[src/rtl/load_align_pkg.sv]
// ---------------------------------------------------------------------------
// load_align_pkg
//   Shared definitions for the load alignment path:
//     - memSize encodings (MEM_WORD / MEM_HALF / MEM_BYTE)
//     - state_e : the load_align_unit FSM states
//     - size_bytes() : access size in bytes for a memSize code
//   No ports (package).
// ---------------------------------------------------------------------------
package load_align_pkg;

   // memSize encodings; both 2'b10 and 2'b11 mean a byte access.
   localparam logic [1:0] MEM_WORD = 2'b00;
   localparam logic [1:0] MEM_HALF = 2'b01;
   localparam logic [1:0] MEM_BYTE = 2'b10;

   typedef enum logic [1:0] {
      ST_IDLE  = 2'd0,
      ST_BEAT0 = 2'd1,
      ST_BEAT1 = 2'd2,
      ST_RESP  = 2'd3
   } state_e;

   // Number of bytes touched by an access of the given size code.
   function automatic logic [3:0] size_bytes(input logic [1:0] mem_size);
      logic [3:0] n;
      case (mem_size)
         MEM_WORD: n = 4'd4;
         MEM_HALF: n = 4'd2;
         default:  n = 4'd1;
      endcase
      return n;
   endfunction

endpackage

[src/rtl/load_extend.sv]
// ---------------------------------------------------------------------------
// load_extend
//   Combinational extractor/extender. Treats {hi, lo} as one little-endian
//   byte stream, picks the access starting at byte 'offset', keeps 8/16/32
//   bits depending on memSize and sign- or zero-extends the result to XLEN.
//
//   Ports
//     merged_i   [2*XLEN-1:0]  {hi, lo} bus words (hi may be 0 for 1 beat)
//     offset_i   [OFFW-1:0]    byte offset of the access inside lo
//     mem_size_i [1:0]         MEM_WORD / MEM_HALF / MEM_BYTE
//     signed_i                 1 = sign-extend, 0 = zero-extend
//     data_o     [XLEN-1:0]    extended load value
// ---------------------------------------------------------------------------
module load_extend
   import load_align_pkg::*;
#(
   parameter int XLEN = 32
) (
   input  logic [2*XLEN-1:0]         merged_i,
   input  logic [$clog2(XLEN/8)-1:0] offset_i,
   input  logic [1:0]                mem_size_i,
   input  logic                      signed_i,
   output logic [XLEN-1:0]           data_o
);

   logic [31:0] picked;
   logic        sign_bit;

   always_comb begin
      // Gather the four bytes following the offset. offset+3 never runs past
      // the end of {hi, lo} since offset < XLEN/8.
      picked = '0;
      for (int k = 0; k < 4; k++) begin
         picked[k*8 +: 8] = merged_i[(int'(offset_i) + k)*8 +: 8];
      end

      sign_bit = 1'b0;
      data_o   = '0;
      case (mem_size_i)
         MEM_WORD: begin
            sign_bit     = signed_i & picked[31];
            data_o       = {XLEN{sign_bit}};
            data_o[31:0] = picked;
         end
         MEM_HALF: begin
            sign_bit     = signed_i & picked[15];
            data_o       = {XLEN{sign_bit}};
            data_o[15:0] = picked[15:0];
         end
         default: begin
            sign_bit    = signed_i & picked[7];
            data_o      = {XLEN{sign_bit}};
            data_o[7:0] = picked[7:0];
         end
      endcase
   end

endmodule

[src/rtl/load_align_unit.sv]
// ---------------------------------------------------------------------------
// load_align_unit
//   Sequential load-data unit between the LSU and the data-memory port.
//   Accepts one load (byte address, size, signedness), issues one aligned
//   memory beat or two when the access crosses a bus word, merges the beats,
//   extracts and extends the value and returns it on a response channel.
//   With ALLOW_MISALIGNED=0 a misaligned access is answered with a fault and
//   never reaches memory.
//
//   Handshakes: a transfer happens on a rising edge where valid and ready are
//   both high. o_req_ready is high only in IDLE; o_mem_req and o_mem_addr are
//   held until i_mem_rvalid completes the beat; o_rsp_valid, o_rsp_data and
//   o_rsp_fault are held stable until i_rsp_ready. i_mem_rvalid outside a
//   beat state is ignored.
//
//   Ports
//     i_clk, i_rst            clock, async active-high reset
//     i_req_valid/o_req_ready load request handshake
//     i_addr, i_memSize, i_signed  request payload
//     o_mem_req, o_mem_addr   aligned memory beat request
//     i_mem_rvalid, i_mem_rdata    memory read return
//     o_rsp_valid/i_rsp_ready response handshake
//     o_rsp_data, o_rsp_fault response payload
// ---------------------------------------------------------------------------
module load_align_unit
   import load_align_pkg::*;
#(
   parameter int XLEN             = 32,
   parameter bit ALLOW_MISALIGNED = 1'b1
) (
   input  logic            i_clk,
   input  logic            i_rst,
   input  logic            i_req_valid,
   output logic            o_req_ready,
   input  logic [XLEN-1:0] i_addr,
   input  logic [1:0]      i_memSize,
   input  logic            i_signed,
   output logic            o_mem_req,
   output logic [XLEN-1:0] o_mem_addr,
   input  logic            i_mem_rvalid,
   input  logic [XLEN-1:0] i_mem_rdata,
   output logic            o_rsp_valid,
   input  logic            i_rsp_ready,
   output logic [XLEN-1:0] o_rsp_data,
   output logic            o_rsp_fault
);

   localparam int BUS_BYTES = XLEN / 8;
   localparam int OFFW      = $clog2(BUS_BYTES);

   state_e            state_q;
   logic [XLEN-1:0]   addr_q;
   logic [1:0]        size_q;
   logic              signed_q;
   logic [XLEN-1:0]   lo_q;
   logic [XLEN-1:0]   rsp_data_q;
   logic              rsp_fault_q;

   logic              req_misaligned_d;
   logic              crossing_d;
   logic [OFFW-1:0]   offset_d;
   logic [XLEN-1:0]   aligned_addr_d;
   logic [XLEN-1:0]   next_addr_d;
   logic [2*XLEN-1:0] merged_d;
   logic [XLEN-1:0]   ext_data_d;

   // Request classification is done on the incoming address so the fault
   // decision is taken in the accept cycle.
   always_comb begin
      req_misaligned_d = 1'b0;
      if (i_memSize == MEM_WORD) begin
         req_misaligned_d = (i_addr[1:0] != 2'b00);
      end else if (i_memSize == MEM_HALF) begin
         req_misaligned_d = i_addr[0];
      end
   end

   always_comb begin
      offset_d       = addr_q[OFFW-1:0];
      crossing_d     = (int'(offset_d) + int'(size_bytes(size_q))) > BUS_BYTES;
      aligned_addr_d = {addr_q[XLEN-1:OFFW], {OFFW{1'b0}}};
      // Plain XLEN-bit add wraps modulo 2^XLEN at the top of the space.
      next_addr_d    = aligned_addr_d + XLEN'(BUS_BYTES);
   end

   // In BEAT1 the returning word is hi and the stored word is lo; in BEAT0
   // a non-crossing access needs only lo, so hi is zero-filled.
   always_comb begin
      if (state_q == ST_BEAT1) begin
         merged_d = {i_mem_rdata, lo_q};
      end else begin
         merged_d = {{XLEN{1'b0}}, i_mem_rdata};
      end
   end

   load_extend #(
      .XLEN(XLEN)
   ) u_extend (
      .merged_i  (merged_d),
      .offset_i  (offset_d),
      .mem_size_i(size_q),
      .signed_i  (signed_q),
      .data_o    (ext_data_d)
   );

   // The extended value is captured into rsp_data_q, so o_rsp_data never
   // has a combinational path from i_mem_rdata.
   always_ff @(posedge i_clk or posedge i_rst) begin
      if (i_rst) begin
         state_q     <= ST_IDLE;
         addr_q      <= '0;
         size_q      <= MEM_WORD;
         signed_q    <= 1'b0;
         lo_q        <= '0;
         rsp_data_q  <= '0;
         rsp_fault_q <= 1'b0;
      end else begin
         case (state_q)
            ST_IDLE: begin
               if (i_req_valid) begin
                  addr_q   <= i_addr;
                  size_q   <= i_memSize;
                  signed_q <= i_signed;
                  if (!ALLOW_MISALIGNED && req_misaligned_d) begin
                     rsp_fault_q <= 1'b1;
                     rsp_data_q  <= '0;
                     state_q     <= ST_RESP;
                  end else begin
                     rsp_fault_q <= 1'b0;
                     state_q     <= ST_BEAT0;
                  end
               end
            end
            ST_BEAT0: begin
               if (i_mem_rvalid) begin
                  lo_q <= i_mem_rdata;
                  if (crossing_d) begin
                     state_q <= ST_BEAT1;
                  end else begin
                     rsp_data_q <= ext_data_d;
                     state_q    <= ST_RESP;
                  end
               end
            end
            ST_BEAT1: begin
               if (i_mem_rvalid) begin
                  rsp_data_q <= ext_data_d;
                  state_q    <= ST_RESP;
               end
            end
            ST_RESP: begin
               if (i_rsp_ready) begin
                  state_q <= ST_IDLE;
               end
            end
            default: state_q <= ST_IDLE;
         endcase
      end
   end

   // Handshake and address outputs are pure state decodes.
   always_comb begin
      o_req_ready = (state_q == ST_IDLE);
      o_mem_req   = (state_q == ST_BEAT0) || (state_q == ST_BEAT1);
      o_rsp_valid = (state_q == ST_RESP);
      o_rsp_data  = rsp_data_q;
      o_rsp_fault = rsp_fault_q;
      case (state_q)
         ST_BEAT0: o_mem_addr = aligned_addr_d;
         ST_BEAT1: o_mem_addr = next_addr_d;
         default:  o_mem_addr = '0;
      endcase
   end

endmodule

[config.mk]
export PLATFORM = sky130hd
export DESIGN_NAME = load_align_unit
export DESIGN_NICKNAME = d
export VERILOG_FILES = /design/src/rtl/load_align_pkg.sv /design/src/rtl/load_extend.sv /design/src/rtl/load_align_unit.sv
export SDC_FILE = /design/constraint.sdc
export NUM_CORES = 1
export LEC_CHECK = 0
export CORE_MARGIN = 2
export CORE_UTILIZATION = 29
export CTS_CLUSTER_DIAMETER = 50
export CTS_CLUSTER_SIZE = 25
export DETAILED_ROUTE_END_ITERATION = 16
export MAX_ROUTING_LAYER = met4
export SETUP_SLACK_MARGIN = 0.02
export SYNTH_ARGS = -nofsm -noshare
export SYNTH_HDL_FRONTEND = slang
export SYNTH_SLANG_ARGS = --single-unit
[constraint.sdc]
create_clock -name i_clk -period 4.1 [get_ports i_clk]
set_input_delay 0.41 -clock i_clk [delete_from_list [all_inputs] [get_ports i_clk]]
set_output_delay 0.41 -clock i_clk [all_outputs]
set_load 0.1 [all_outputs]
======== After elaboration in Yosys (flattened, before gate mapping) ========
Cells that the tools add are included.
storage, ports and cells
  bits in latches ......................... 0
  logic and storage cells ................. 49
  memories ................................ 0
  input bits .............................. 72
  bits in read-only memories .............. 0
  flip-flop bits (word level) ............. 101
  RAM bits ................................ 0
operators by class
  multiplexer cells ....................... 14
  magnitude comparators ................... 1
  bitwise gates (word level) .............. 2
  equality and inequality tests ........... 9
  multipliers ............................. 0
  reduce and logical (&&, ||, !) cells .... 8
  add/sub/neg operators ................... 5
  div/mod/pow operators ................... 0
  shift operators ......................... 4
operators with widths
  kind                                                 count
  case mux 32 bit (2 select lines)                     3
  indexed part select 64 x 32 -> 8 bit                 3
  2-to-1 mux 32 bit                                    3
  2-to-1 mux 64 bit                                    1
  indexed part select 64 x 6 -> 8 bit                  1
  adder 32 x 3 -> 32 bit (second input constant)       1
  2-to-1 mux 2 bit                                     4
  != test 2 bit (second input constant)                4
  case mux 2 bit (4 select lines)                      1
  AND reduction 4 bit                                  2
  adder 2 x 2 -> 3 bit (second input constant)         2
  case mux 3 bit (2 select lines)                      1
  adder 2 x 4 -> 5 bit                                 1
  > comparator 5 x 3 -> 1 bit (second input constant)  1
  == test 2 x 1 -> 1 bit (second input constant)       2
  == test 2 bit (second input constant)                2
  zero test 2 bit                                      2
  AND reduction 2 bit                                  2
  adder 2 x 1 -> 3 bit (second input constant)         1
  AND 1 bit                                            2
  != test 2 x 1 -> 1 bit (second input constant)       1
  nonzero test 2 bit                                   1
  logical OR 1 bit                                     1
  2-to-1 mux 1 bit                                     1

======== Logic depth before layout (Yosys ltp) ========
Gate-level depths: netlist of run 1.
  word-level depth ........................ 8
  depth in mapped cells ................... 9
  depth with buffers taken out ............ 7

======== Hierarchy ========
A second synthesis of run 1 with hierarchy kept.
unflattened totals
  cell total of the unflattened synthesis .. 610
  area, all modules ....................... 6616.3 µm²
by module, submodules not included
  module           seq. area each (µm²)  instances  area an instance (µm²)  cells each
  load_align_unit  2527.4                1          5527.8                  482
  load_extend      0.0                   1          1088.5                  128

======== Least setup slack after synthesis of run 1 ========
Ideal clock, no wire load.
  path type ............................... register to output
  from .................................... register state_q[0]
  to ...................................... output port o_mem_addr[29]
  slack ................................... -1.287 ns
  stages on the path, launching flop included .. 6
  buffers on the path ..................... 1
  arrival time ............................ 4.977 ns
  required time ........................... 3.690 ns
  cell sequence ........................... dfrtp_1 inv_1 ha_1 nand2_1 clkbuf_1 o41ai_1
between the ends
  word-level cells in the longest chain between the ends .. 2
RTL lines
  element                                                  RTL line                RTL
  from (decl)                                              load_align_unit.sv:51   state_e state_q;
  from (signal assigned)                                   load_align_unit.sv:110  state_q <= ST_IDLE;
  from (signal assigned)                                   load_align_unit.sv:127  state_q <= ST_RESP;
  from (signal assigned)                                   load_align_unit.sv:130  state_q <= ST_BEAT0;
  == test 2 bit or == test 2 x 1 -> 1 bit (tied branches)  load_align_unit.sv:168  case (state_q)
  case mux 32 bit (2 select lines) (*)                     load_align_unit.sv:168
  to (decl)                                                load_align_unit.sv:39   output logic [XLEN-1:0] o_mem_addr,
Mark *: on every way between the ends. The rest lies on a longest branch, timed or not.

======== Worst setup path in the final report of run 1 ========
  from .................................... register state_q[1]
  to ...................................... output port o_mem_addr[29]
The elaborated chain is that of the path after synthesis.

==> results of run 1 <==
==> cells in the mapped netlist, types with 15 or more instances <==
master,number,area share
mux4_2,20,0.068
buf_2,16,0.012
mux2_2,92,0.16
nand2_1,65,0.037
dfrtp_1,101,0.38
a21oi_1,24,0.018
a31oi_1,31,0.029
clkbuf_1,16,0.0091
nor2_1,69,0.039
o21ai_0,15,0.011
nand3_1,18,0.014
==> per-stage QoR <==
stage	instances	cell area, µm²	util	TNS [ns]
floorplan	634	6640	-	-2.04
global placement	1016	8100	0.360	0
detailed placement	1016	8100	0.360	0
CTS	1032	8420	0.374	0
global route	1033	8420	0.374	0
finish	1033	8420	0.374	0
==> sequential cells by signal, indices dropped and copies added, names as in the netlist <==
register / count
state_q: 2
size_q: 2
signed_q: 1
o_rsp_data: 32
addr_q: 32
lo_q: 32
==> path summary, 6_finish.rpt <==
kind / endpoint / slack [ns] / depth (start not counted)
max: o_mem_addr[29] / 0.58 / 7
min: lo_q[1]$_DFFE_PP0P_ / 0.51 / 1
max reg2reg: o_rsp_data[30]$_DFFE_PP0P_ / 1.23 / 8
min reg2reg: lo_q[1]$_DFFE_PP0P_ / 0.51 / 1
max in group asynchronous: addr_q[0]$_DFFE_PP0P_ / 3.09 / 3
min in group asynchronous: addr_q[8]$_DFFE_PP0P_ / 0.52 / 3
==> layout by cell type, fill, tap and decap left out, types with 5 or more instances in the layout <==
master / netlist / routed
and3_1: 6 / 6
or3_1: 5 / 5
o31ai_1: 5 / 5
dfrtp_1: 101 / 100
a311o_1: 7 / 7
inv_1: 9 / 8
mux2i_1: 9 / 9
nor2_1: 69 / 69
mux2_2: 92 / 92
buf_4: 10 / 39
a21oi_1: 24 / 24
clkdlybuf4s50_1: 0 / 106
o211ai_1: 10 / 10
a31oi_1: 31 / 31
nand2_1: 65 / 65
clkbuf_16: 0 / 9
mux4_2: 20 / 20
a22o_1: 8 / 8
o21ai_0: 15 / 13
ha_1: 7 / 6
a22oi_1: 7 / 7
nor3_1: 6 / 6
a311oi_1: 10 / 7
nand3_1: 18 / 18
==> metal layers <==
metal,up-vias,part of all wire,global-route usage
met3,20,0.050,0.0320
met4,0,0.015,0.0419
li1,2602,-,-
met5,-,0,-
met2,173,0.48,0.249
met1,2685,0.46,0.218
==> layout make-up <==
type / count / area, µm² / share of cell area
inverters: 10 / 40.0 / 0.00476
clock buffers: 9 / 225 / 0.0267
well taps: 285 / 357 / 0.0424
flip-flops and latches: 101 / 2530 / 0.300
diodes: 1 / 2.50 / 0.000297
multi-input cells: 474 / 3800 / 0.451
clock inverters: 7 / 92.6 / 0.0110
repair buffers: 146 / 1370 / 0.163
==> worst max-delay path, cell delays in order (launching register included) <==
cell and delay (ns):
dfrtp_1 0.42, inv_1 0.10, ha_1 0.49, inv_1 0.32
nor2_1 0.72, o221ai_1 0.23, o41ai_2 0.11, buf_4 0.36
==> cell families after synthesis <==
family | after synthesis | share of synthesized area
xor gates and xnor gates | 5 | 0.00663
buffers and inverters | 59 | 0.0470
and+or+nand+nor | 193 | 0.137
muxes | 125 | 0.251
adders and majority gates | 8 | 0.0163
DFF | 101 | 0.383
other | 1 | 0.000568
AOI/OAI and AO/OA | 140 | 0.158
==> results.sh, run 1 <==
export IMPL_status="finished, final reports clean"
export IMPL_cts_root_buf="clkbuf_16"
export IMPL_grt_max_degree=102
export IMPL_detailedRoute_firstPassIterationCount=5
export IMPL_synthDistinctLibCells=63
export IMPL_first_global_vias=5209
export IMPL_crit_type="flip-flop to output pin"
export IMPL_dieHeight_um=155
export IMPL_area_delta_synth_final_pct=27.5
export IMPL_drv_slew=0
export IMPL_dp_hpwl_mm=13.1
export IMPL_num_fill_cells=2216
export IMPL_ys_ff_latch=101
export IMPL_setup_viol=0
export IMPL_worst_pin_slew_ns=1.03
export IMPL_relSlewSlack=0.311
export IMPL_die_area_mm2=0.0240
export IMPL_synth_cells=632
export IMPL_fin_skew_ns=0.00578
export IMPL_worstSetupStartpoint="state_q[1]$_DFFE_PP0P_"
export IMPL_drive_gt1_frac=0.256
export IMPL_antenna_found_initial=1
export IMPL_gr_usage_all_layers=0.161
export IMPL_wl_mm=18.8
export IMPL_rows=55
export IMPL_finalHoldViolCount=0
export IMPL_clk_latency_ns=0.36
export IMPL_cts_tree="built"
export IMPL_cp_start_kind="flip-flop"
export IMPL_place_ws_ns=0.980
export IMPL_seq_area_frac_synth=0.383
export IMPL_initial_utilization=0.293
export IMPL_htreeDepth=3
export IMPL_vias_per_cell=5.30
export IMPL_required_ns=3.69
export IMPL_grt_remaining_overflow=0
export IMPL_die_x_um=155
export IMPL_drt_iter0_markers=266
export IMPL_drc_errors=0
export IMPL_post_drt_wl_per_cell_um=18.2
export IMPL_vias=5480
export IMPL_syn_area_per_cell_um2=10.4
export IMPL_fin_ws_ns=0.575
export IMPL_worst_ep_arrival_time_ns=3.11
export IMPL_grt_pass1_wl_mm=29.5
export IMPL_endpoint_kind="output pin"
export IMPL_crit_path_max_fanout=15
export IMPL_worst_hold_slack_ns=0.506
export IMPL_netlist_area_mm2=0.00660
export IMPL_clk_path_buf_depth=2
export IMPL_detail_route_antenna_nets=0
export IMPL_io_pin_count=140
export IMPL_cts_resized_gates=0
export IMPL_path_clk_slew_ns=0.08
export IMPL_worstHoldPathType="flip-flop to flip-flop"
export IMPL_yosysWarnings=0
export IMPL_ctsHoldBuffers=0
export IMPL_ys_flop_type="dfrtp_1"
export IMPL_place_gp_congestion=0.866
export IMPL_cap_violations=0
export IMPL_synth_edf_count=0
export IMPL_cts_made_buffers=9
export IMPL_hp_start="lo_q[1]$_DFFE_PP0P_"
export IMPL_fp_coreArea_mm2=0.0225
export IMPL_timing_rr_start="state_q[0]$_DFFE_PP0P_"
export IMPL_ys_async_sr_fraction=1.00
export IMPL_period_share=0.860
export IMPL_cts_sinks=101
export IMPL_rsz0062_at_grt="no"
export IMPL_post_cts_setup_buffers=0
export IMPL_max_freq_mhz=284
export IMPL_io_buffer_count=136
export IMPL_period_needed_ns=3.52
export IMPL_fin_nets=822
Power of run 1 is left out: the tool's default activity adds up to more than one toggle a clock period on the data nets, which glitch-free logic cannot reach.
==> run 2, diff against run 1 <==
--- a/config.mk
+++ b/config.mk
@@ -5,11 +5,13 @@
 export SDC_FILE = /design/constraint.sdc
 export NUM_CORES = 1
 export LEC_CHECK = 0
+export CORE_ASPECT_RATIO = 0.75
 export CORE_MARGIN = 2
 export CORE_UTILIZATION = 29
 export CTS_CLUSTER_DIAMETER = 50
 export CTS_CLUSTER_SIZE = 25
 export DETAILED_ROUTE_END_ITERATION = 16
+export HOLD_SLACK_MARGIN = 0.05
 export MAX_ROUTING_LAYER = met4
 export SETUP_SLACK_MARGIN = 0.02
 export SYNTH_ARGS = -nofsm -noshare
==> results.sh, run 2 (same netlist as run 1, synthesis figures left out) <==
export IMPL_fin_nets=823
export IMPL_relSlewSlack=0.309
export IMPL_dp_hpwl_mm=13.9
export IMPL_path_clk_slew_ns=0.08
export IMPL_period_needed_ns=3.49
export IMPL_placedCellCount=1026
export IMPL_post_cts_setup_buffers=0
export IMPL_timing_rr_end="o_rsp_data[16]$_DFFE_PP0P_"
export IMPL_period_share=0.851
export IMPL_crit_path_max_fanout=19
export IMPL_io_pin_count=140
export IMPL_layout_common_cells="clkdlybuf4s50_1 (106), dfrtp_1 (100), mux2_2 (92)"
export IMPL_cts_root_buf="clkbuf_16"
export IMPL_post_drt_wl_per_cell_um=18.3
export IMPL_setup_viol=0
export IMPL_worst_pin_slew_ns=1.03
export IMPL_cp_start_kind="flip-flop"
export IMPL_cap_violations=0
export IMPL_grt_pass1_wl_mm=29.6
export IMPL_ctsHoldBuffers=0
export IMPL_status="finished, final reports clean"
export IMPL_fin_skew_ns=0.00799
export IMPL_timing_rr_start="state_q[0]$_DFFE_PP0P_"
export IMPL_cts_resized_gates=0
export IMPL_die_area_mm2=0.0240
export IMPL_vias=5438
export IMPL_grt_max_degree=66
export IMPL_r2r_setup_slack_ns=0.99
export IMPL_io_buffer_count=136
export IMPL_detail_route_antenna_nets=0
export IMPL_required_ns=3.69
export IMPL_first_global_vias=5090
export IMPL_wl_mm=19.1
export IMPL_drv_slew=0
export IMPL_worst_ep_arrival_time_ns=3.08
export IMPL_vias_per_cell=5.21
export IMPL_worstSetupStartpoint="state_q[0]$_DFFE_PP0P_"
export IMPL_gr_usage_all_layers=0.164
export IMPL_dieHeight_um=135
export IMPL_cp_endpoint="o_mem_addr[31]"
export IMPL_r2r_cells=8
export IMPL_clk_path_buf_depth=2
export IMPL_rows=47
export IMPL_die_x_um=178
export IMPL_finalHoldViolCount=0
export IMPL_crit_type="flip-flop to output pin"
export IMPL_grt_remaining_overflow=0
export IMPL_endpoint_kind="output pin"
export IMPL_fp_coreArea_mm2=0.0222
export IMPL_drt_iter0_markers=477
export IMPL_final_common_cell="clkdlybuf4s50_1"
export IMPL_max_freq_mhz=287
export IMPL_area_delta_synth_final_pct=27.6
export IMPL_clk_latency_ns=0.36
export IMPL_drc_errors=0
export IMPL_place_gp_congestion=0.840
export IMPL_layoutNonFillerInstCount=1043
export IMPL_antenna_found_initial=1
export IMPL_drive_gt1_frac=0.257
export IMPL_fin_tns_setup_ns=0
export IMPL_worst_hold_slack_ns=0.505
export IMPL_cts_made_buffers=9
export IMPL_htreeDepth=3
export IMPL_cts_sinks=101
export IMPL_num_fill_cells=2209
export IMPL_initial_utilization=0.297
export IMPL_cts_tree="built"
export IMPL_worstHoldPathType="flip-flop to flip-flop"
export IMPL_rsz0062_at_grt="no"
export IMPL_detailedRoute_firstPassIterationCount=4
[run 2: area by class of cell]
type                       instances  area [µm²]  share of cell area
antenna                            1        2.50            0.000297
sequential                       101        2530               0.300
multi-input combinational        474        3800               0.451
inverter                          10        40.0             0.00475
tap                              294         368              0.0437
clock inverter                     7        91.3              0.0108
timing repair buffer             147        1370               0.162
clock buffer                       9         225              0.0267
[run 2: layer usage]
metal / up-vias / GRT usage / part of all wire
met3: 10 / 0.0377 / 0.060
met4: 0 / 0.0330 / 0.0091
met5: - / - / 0
met2: 140 / 0.208 / 0.40
met1: 2693 / 0.260 / 0.53
li1: 2595 / - / -
[run 2: critical path: stages, from the launching register on]
cell and delay, ns:
dfrtp_1 0.43, inv_1 0.10, ha_2 0.40, clkinv_1 0.36
nor2_1 0.73, a41oi_1 0.21, a31oi_1 0.18, buf_4 0.31
[run 2: worst min-delay path by stage]
stage          slack, ns            startpoint  cells past startpoint                   end
6_report            0.51   lo_q[6]$_DFFE_PP0P_                      1   lo_q[6]$_DFFE_PP0P_
5_1_grt             0.52   lo_q[1]$_DFFE_PP0P_                      1   lo_q[1]$_DFFE_PP0P_
4_1_cts             0.51   lo_q[6]$_DFFE_PP0P_                      1   lo_q[6]$_DFFE_PP0P_
3_5_place_dp        0.49   lo_q[7]$_DFFE_PP0P_                      1   lo_q[7]$_DFFE_PP0P_
3_3_place_gp        0.48   lo_q[5]$_DFFE_PP0P_                      1   lo_q[5]$_DFFE_PP0P_
2_1_floorplan       0.47  lo_q[15]$_DFFE_PP0P_                      1  lo_q[15]$_DFFE_PP0P_
[run 2: stage by stage]
stage	utilization	worst slack, ns	instance area (µm²)
finish	0.379	0.610	8420
global route	0.379	0.402	8420
CTS	0.379	0.624	8420
detailed placement	0.365	0.976	8110
global placement	0.365	1.07	8110
floorplan	-	-0.516	6640
Power of run 2 is left out for the same reason.
==> run 3, diff against run 2 <==
--- a/config.mk
+++ b/config.mk
@@ -8,6 +8,7 @@
 export CORE_ASPECT_RATIO = 0.75
 export CORE_MARGIN = 2
 export CORE_UTILIZATION = 29
+export CTS_BUF_LIST = sky130_fd_sc_hd__clkbuf_2
 export CTS_CLUSTER_DIAMETER = 50
 export CTS_CLUSTER_SIZE = 25
 export DETAILED_ROUTE_END_ITERATION = 16
==> results.sh, run 3 (same netlist as run 1, synthesis figures left out) <==
export IMPL_status="finished, final reports clean"
export IMPL_fin_nets=823
export IMPL_required_ns=3.69
export IMPL_htreeDepth=3
export IMPL_place_gp_congestion=0.840
export IMPL_worst_pin_slew_ns=1.03
export IMPL_cp_start_kind="flip-flop"
export IMPL_final_common_cell="clkdlybuf4s50_1"
export IMPL_die_x_um=178
export IMPL_grt_remaining_overflow=0
export IMPL_post_drt_wl_per_cell_um=18.2
export IMPL_wl_mm=19.0
export IMPL_endpoint_kind="output pin"
export IMPL_crit_path_max_fanout=15
export IMPL_relSlewSlack=0.313
export IMPL_max_freq_mhz=268
export IMPL_worstHoldPathType="input pin to async pin"
export IMPL_grt_pass1_wl_mm=29.6
export IMPL_worst_hold_slack_ns=0.196
export IMPL_slowest_delay_ns=0.74
export IMPL_io_buffer_count=136
export IMPL_cp_top_family="simple AND/OR/NAND/NOR gates"
export IMPL_cts_tree="built"
export IMPL_timing_rr_start="state_q[0]$_DFFE_PP0P_"
export IMPL_crit_type="flip-flop to output pin"
export IMPL_cts_resized_gates=0
export IMPL_worst_path_buf_inv=3
export IMPL_dp_hpwl_mm=13.9
export IMPL_fp_coreArea_mm2=0.0222
export IMPL_vias=5421
export IMPL_r2r_setup_slack_ns=1.01
export IMPL_initial_utilization=0.297
export IMPL_clk_path_buf_depth=2
export IMPL_drt_iter0_markers=383
export IMPL_worst_ep_arrival_time_ns=3.32
export IMPL_cts_sinks=101
export IMPL_first_global_vias=5076
export IMPL_finalHoldViolCount=0
export IMPL_ctsHoldBuffers=0
export IMPL_grt_max_degree=66
export IMPL_dieHeight_um=135
export IMPL_rsz0062_at_grt="yes"
export IMPL_crit_top_cell="inv_1"
export IMPL_path_clk_slew_ns=0.34
export IMPL_cts_made_buffers=9
export IMPL_drv_slew=0
export IMPL_drive_gt1_frac=0.258
export IMPL_cts_root_buf="clkbuf_2"
export IMPL_r2r_cells=8
export IMPL_period_needed_ns=3.73
export IMPL_vias_per_cell=5.19
export IMPL_cap_violations=0
export IMPL_timing_rr_end="o_rsp_data[16]$_DFFE_PP0P_"
export IMPL_detail_route_antenna_nets=0
export IMPL_gr_usage_all_layers=0.165
export IMPL_setup_viol=0
export IMPL_io_pin_count=140
export IMPL_antenna_found_initial=2
export IMPL_clk_latency_ns=0.66
export IMPL_fin_skew_ns=0.0446
export IMPL_drc_errors=0
export IMPL_crit_slowest_cell="nor2_1"
export IMPL_crit_chain="inv_1 > ha_1 > inv_1 > nor2_1 > o221ai_1 > o41ai_2 > buf_4"
export IMPL_post_cts_setup_buffers=0
export IMPL_period_share=0.909
export IMPL_layout_common_cells="clkdlybuf4s50_1 (106), dfrtp_1 (100), mux2_2 (92)"
export IMPL_area_delta_synth_final_pct=25.0
export IMPL_detailedRoute_firstPassIterationCount=5
export IMPL_die_area_mm2=0.0240
export IMPL_rows=47
## run 3: cell types whose count changed in the layout (fill, tap and decap cells not counted), sizes merged
cell / change
diode: +1
## run 3: metrics by stage
step	cell area (µm²)	util	instances	setup TNS, ns	worst slack (ns)
finish	8250	0.371	1044	0	0.375
global route	8250	0.371	1044	0	0.0139
CTS	8240	0.371	1042	0	0.216
detailed placement	8110	0.365	1026	0	0.976
global placement	8110	0.365	1026	0	1.07
floorplan	6640	-	634	-2.04	-0.516
## run 3: worst max path at each step
stage / startpoint / end / slack (ns) / depth (start not counted)
final: state_q[0]$_DFFE_PP0P_ / o_mem_addr[29] / 0.37 / 7
after global routing: state_q[0]$_DFFE_PP0P_ / o_mem_addr[23] / 0.01 / 7
after CTS: state_q[0]$_DFFE_PP0P_ / o_mem_addr[31] / 0.22 / 7
after detailed placement: state_q[0]$_DFFE_PP0P_ / o_rsp_data[16]$_DFFE_PP0P_ / 0.98 / 8
after global placement: state_q[0]$_DFFE_PP0P_ / o_rsp_data[19]$_DFFE_PP0P_ / 1.07 / 8
after floorplan: state_q[0]$_DFFE_PP0P_ / o_mem_addr[18] / -0.52 / 5
## run 3: cell type report
class | count | area, µm²
inverters | 10 | 40.0
fillers | 2224 | 14000
diodes | 2 | 5.00
multi-input cells | 474 | 3800
clock inverters | 7 | 91.3
well taps | 294 | 368
repair buffers | 147 | 1370
flip-flops and latches | 101 | 2530
clock buffers | 9 | 45.0
## run 3: metal layers
metal,wire [µm],share of wire,GRT usage
met3,1290,0.068,0.0369
met5,0,0,-
met4,208,0.011,0.0384
met1,9840,0.52,0.259
met2,7670,0.40,0.208
## run 3: worst reg2reg max path, stage by stage (launching register included)
cell     delay (ns)
dfrtp_1        0.50
inv_1          0.10
ha_2           0.40
buf_4          0.43
mux2_2         0.41
a22oi_1        0.34
a31oi_4        0.22
a31oi_4        0.46
a31oi_1        0.15
Power of run 3 is left out for the same reason.
